$ cat src/rtl/sha256_msg_sequencer.sv
// Front end for a single-block SHA-256 compression core. It pads a word-aligned
// message, issues 512-bit blocks, chains the intermediate hashes and returns the digest.
module sha256_msg_sequencer #(
  parameter int unsigned      LEN_W = 16,
  parameter logic [7:0][31:0] IV    = {32'h5be0cd19, 32'h1f83d9ab, 32'h9b05688c, 32'h510e527f,
                                       32'ha54ff53a, 32'h3c6ef372, 32'hbb67ae85, 32'h6a09e667}
) (
  input  logic             clk,
  input  logic             reset,
  input  logic             start,
  input  logic [LEN_W-1:0] msg_words,
  input  logic             in_valid,
  input  logic [31:0]      in_data,
  output logic             in_ready,
  output logic             core_start,
  output logic [7:0][31:0] core_h_init,
  output logic [511:0]     core_block,
  input  logic             core_done,
  input  logic [7:0][31:0] core_hash,
  output logic [7:0][31:0] digest,
  output logic             done,
  output logic             busy
);

  // state    | meaning
  // S_IDLE   | waiting for start
  // S_FILL   | writing one block word per cycle (message, pad, zeros, length)
  // S_ISSUE  | one-cycle core_start pulse
  // S_WAIT   | block and chaining value held while the core computes
  // S_FINISH | done pulse, digest valid
  // Hash words are indexed so that element i is H_i.
  typedef enum logic [2:0] {S_IDLE, S_FILL, S_ISSUE, S_WAIT, S_FINISH} state_e;

  state_e            state_q, state_d;
  logic [LEN_W-1:0]  n_q, n_d;
  logic [LEN_W:0]    g_q, g_d;
  logic [3:0]        k_q, k_d;
  logic [LEN_W-1:0]  blk_left_q, blk_left_d;
  logic [7:0][31:0]  chain_q, chain_d;
  logic [7:0][31:0]  digest_q, digest_d;
  logic [15:0][31:0] block_q, block_d;

  logic [LEN_W:0]    n_ext;
  logic [LEN_W:0]    n_plus2;
  logic [63:0]       len_bits;
  logic              last_blk;
  logic              fill_adv;
  logic [31:0]       fill_word;

  assign n_ext    = {1'b0, n_q};
  assign n_plus2  = {1'b0, msg_words} + (LEN_W+1)'(2);
  assign len_bits = {{(64-LEN_W-5){1'b0}}, n_q, 5'b0};
  assign last_blk = (blk_left_q == '0);

  always_comb begin
    state_d    = state_q;
    n_d        = n_q;
    g_d        = g_q;
    k_d        = k_q;
    blk_left_d = blk_left_q;
    chain_d    = chain_q;
    digest_d   = digest_q;
    block_d    = block_q;
    in_ready   = 1'b0;
    core_start = 1'b0;
    done       = 1'b0;
    fill_adv   = 1'b0;
    fill_word  = '0;

    case (state_q)
      S_IDLE: begin
        if (start) begin
          n_d        = msg_words;
          blk_left_d = LEN_W'(n_plus2 >> 4);
          chain_d    = IV;
          g_d        = '0;
          k_d        = '0;
          state_d    = S_FILL;
        end
      end

      S_FILL: begin
        if (g_q < n_ext) begin
          in_ready  = 1'b1;
          fill_adv  = in_valid;
          fill_word = in_data;
        end else begin
          fill_adv = 1'b1;
          if (g_q == n_ext)
            fill_word = 32'h8000_0000;
          else if (last_blk && k_q == 4'd14)
            fill_word = len_bits[63:32];
          else if (last_blk && k_q == 4'd15)
            fill_word = len_bits[31:0];
        end

        if (fill_adv) begin
          block_d[4'd15 - k_q] = fill_word;
          k_d = k_q + 4'd1;
          // g only needs to distinguish below/at/above N, so it stops at N+1.
          if (g_q <= n_ext)
            g_d = g_q + 1'b1;
          if (k_q == 4'd15)
            state_d = S_ISSUE;
        end
      end

      S_ISSUE: begin
        core_start = 1'b1;
        state_d    = S_WAIT;
      end

      S_WAIT: begin
        if (core_done) begin
          chain_d = core_hash;
          if (last_blk) begin
            // Loading the digest here lets it be valid during the done pulse.
            digest_d = core_hash;
            state_d  = S_FINISH;
          end else begin
            blk_left_d = blk_left_q - 1'b1;
            k_d        = '0;
            state_d    = S_FILL;
          end
        end
      end

      S_FINISH: begin
        done    = 1'b1;
        state_d = S_IDLE;
      end

      default: state_d = S_IDLE;
    endcase
  end

  always_ff @(posedge clk) begin
    if (reset) begin
      state_q    <= S_IDLE;
      n_q        <= '0;
      g_q        <= '0;
      k_q        <= '0;
      blk_left_q <= '0;
      chain_q    <= IV;
      digest_q   <= '0;
      block_q    <= '0;
    end else begin
      state_q    <= state_d;
      n_q        <= n_d;
      g_q        <= g_d;
      k_q        <= k_d;
      blk_left_q <= blk_left_d;
      chain_q    <= chain_d;
      digest_q   <= digest_d;
      block_q    <= block_d;
    end
  end

  assign core_block  = block_q;
  assign core_h_init = chain_q;
  assign digest      = digest_q;
  assign busy        = (state_q != S_IDLE);

endmodule
$ cat config.mk
export PLATFORM = sky130hd
export DESIGN_NAME = sha256_msg_sequencer
export DESIGN_NICKNAME = d
export VERILOG_FILES = /design/src/rtl/sha256_msg_sequencer.sv
export SDC_FILE = /design/constraint.sdc
export NUM_CORES = 2
export LEC_CHECK = 0
export CAP_MARGIN = 0
export CORE_AREA = 10 10 509 511
export CTS_BUF_LIST = sky130_fd_sc_hd__clkbuf_8 sky130_fd_sc_hd__clkbuf_16
export DETAILED_ROUTE_END_ITERATION = 10
export DIE_AREA = 0 0 519 521
export SLEW_MARGIN = 20
export SYNTH_ARGS = -nofsm -noshare
export SYNTH_HDL_FRONTEND = slang
export SYNTH_SLANG_ARGS = --single-unit
$ cat constraint.sdc
create_clock -name clk -period 3.9 [get_ports clk]
set_input_delay 0.78 -clock clk [delete_from_list [all_inputs] [get_ports clk]]
set_output_delay 0.78 -clock clk [all_outputs]
set_load 0.005 [all_outputs]
==> flow_summary.toml <==
[status]
outcome = "finished, final reports clean"

[critical_path]
path_class = "reg2out"
crit_start = "n_q[15]"
reg2reg_depth = 12
r2r-end = "core_block[233]"
timing.rr.start = "n_q[15]"
arrival_ns = 2.86
endpoint = "in_ready"
end_kind = "primary output"
startpoint_type = "flip-flop"
crit_required_ns = 3.12
r2r_slack_ns = 0.29
critPathMaxFanout = 3

[global_route]
track_usage_pct = 16.8
grt_pass1_wl_um = 332000
grt_pass1_vias = 41700
grt-ovfl-total = 0
grt_max_degree = 146
antenna_found_initial = 19

[synth]
post_synth_instance_area_mm2 = 0.0408
synth-seq-area-share_pct = 53.0
synth_edf_count = 0
synth_flop_cell = "dfxtp_1"
synth_top_area_share_pct = 53.0
synthArstFlopShare_pct = 0
synth_cell_types = 61
yosysMostFrequentCell = "dfxtp_1"
synth.ff_latch_count = 1080
synth_common_cells = "dfxtp_1, a21oi_1, nand2_1"
yosysWarnings = 0
synthCells = 4862
syn-num-nets = 5193
synth_area_leaders = "dfxtp_1, a21oi_1, nand2_1"
yosysTopAreaCell = "dfxtp_1"
avgSynthCellArea_um2 = 8.39

[power]
p_int_w = 0.0193
power_frac_seq_pct = 41.6
p_sw_w = 0.00761
clkPwrFrac_pct = 45.2
power.static_leakage_nw = 19.9
comb_power_share_pct = 13.2
p_sw_share_pct = 28.3
irDropWorstVdd_uv = 350
power.density_mw_per_mm2 = 427

[cells_and_area]
fill_cells = 26600
fin_util_pct = 25.4
layout-drive-gt1-share_pct = 9.17
nNetsFinal = 6341
design_area_mm2 = 0.0630
syn2layout_area_growth_pct = 54.6

[route]
drt-initial-drc-count = 4043
vias = 42600
drcViolationCount = 0
detail_route.wl_per_cell_um = 25.7
first_pass_iters = 6
drtAntennaViolNets = 0
viasPerCell = 4.51
drt-total-wl_um = 243000

[clock_tree]
holdBufCountCts = 0
htreeDepth = 3
clk_pin_slew_ns = 0.06
clockRootBuffer = "clkbuf_16"
cts_tree = "built"
clock_sinks = 1080
clockBufferDepth = 3
cts_buffers = 120
clk_latency_ns = 0.79

[die]
fp.dieArea_mm2 = 0.270
num_rows = 183
start_util_pct = 16.4
die_y_um = 521
dieWidth_um = 519
core_mm2 = 0.248
io_pins = 1337

[placement]
place_area_mm2 = 0.0587
dp.final_hpwl_um = 187000
finalWeightedCongestion = 0.880
io_buffers = 1336

[run]
maxCapViolCount = 0

[timing]
max_freq_mhz = 274
worst_pin_slew_ns = 1.13
setup_viol = 0
period_needed_ns = 3.64
maxSlewHeadroom_pct = 24.3
drv_slew = 0
hold_violations = 0
rsz0062_at_grt = "no"
tns_ns = 0
fin_crit_sh_pct = 93.5
holdWs_ns = 0.387
fin_skew_ns = 0.0769

[worst_hold_path]
min_path_type = "in2reg"
==> worst min-delay path by stage <==
| stage | from | end | slack [ns] | depth (start not counted) |
|---|---|---|---|---|
| finish | reset | digest[149] | 0.39 | 2 |
| global route | reset | digest[149] | 0.29 | 2 |
| CTS | reset | digest[149] | 0.26 | 2 |
| detailed placement | core_h_init[24] | core_h_init[24] | 0.44 | 2 |
| global placement | core_h_init[241] | core_h_init[241] | 0.44 | 2 |
| floorplan | g_q[16] | g_q[16] | 0.44 | 2 |
==> kinds of logic after synthesis <==
family | count (synthesis) | synth area share (%)
compound gates | 1669 | 24.0
simple gates | 1510 | 16.2
flops | 1080 | 53.0
buf+inv | 551 | 5.35
fa+ha+maj | 22 | 0.675
mux | 16 | 0.393
xor+xnor | 14 | 0.301
==> state kept, by name (all words and copies together), names as in the netlist <==
| register | cells |
|---|---|
| core_block | 512 |
| blk_left_q | 16 |
| state_q | 3 |
| digest | 256 |
| n_q | 16 |
| core_h_init | 256 |
| g_q | 17 |
| k_q | 4 |
==> power groups by stage <==
stage	clock network [W]	registers [W]	logic, W
final	0.0122	0.0112	0.00355
after global routing	0.0128	0.0112	0.00366
after CTS	0.0124	0.0112	0.00355
after detailed placement	0	0.0114	0.00351
after global placement	0	0.0114	0.00349
after floorplan	0	0.0114	0.00127
==> routing by layer <==
metal	part of all wire (%)	track usage, %	vias to the layer above
li1	-	-	19400
met1	37	18.4	20600
met2	48	29.2	2259
met3	8.3	4.51	425
met4	6.3	9.59	0
met5	0	0	-
==> metrics by stage <==
stage                     setup WS, ns  total power [W]  cells
after global routing            0.0611           0.0277   9438
after detailed placement         0.308           0.0149   9213
after floorplan                   1.13           0.0127   4862
after global placement           0.159           0.0149   9213
final                            0.255           0.0269   9445
after CTS                        0.157           0.0272   9433
==> final cells by class <==
class	count	area, um^2	share of cell area, %
Tap cell	3330	4170	6.61
Inverter	33	129	0.205
Clock buffer	141	3290	5.22
Multi-Input combinational cell	3231	17300	27.5
Clock inverter	75	931	1.48
Antenna cell	11	27.5	0.0437
Timing Repair Buffer	1544	15500	24.6
Sequential cell	1080	21600	34.3
==> cell usage in the layout (no fill, tap or decap), types with 16 or more instances in the layout <==
cell type / instances
clkdlybuf4s50_1: 1334
dfxtp_1: 1075
a21oi_1: 910
nand2_1: 718
o21ai_0: 400
nand3_1: 383
a211oi_1: 180
nor2_1: 166
buf_4: 162
nor3_1: 148
clkbuf_16: 120
a211oi_2: 81
inv_1: 56
buf_12: 46
ha_1: 22
and4_1: 21
clkbuf_8: 21
clkinv_2: 20
bufinv_16: 17
a22oi_2: 16
mux2i_1: 16
==> what timing repair did <==
action,in CTS,in global routing
setup buffers,4,0
resized for setup,18,0
endpoints found under the setup margin,1,0
==> critical path, stage by stage (launching register included) <==
cell	delay, ns
dfxtp_2	0.35
inv_1	0.05
ha_1	0.34
nand4b_1	0.15
buf_4	0.19
nor4_4	0.31
o31a_2	0.24
nor4_4	0.06
buf_4	0.14
dlygate4sd2_1	0.26
Power figures use the tool's default switching activity.
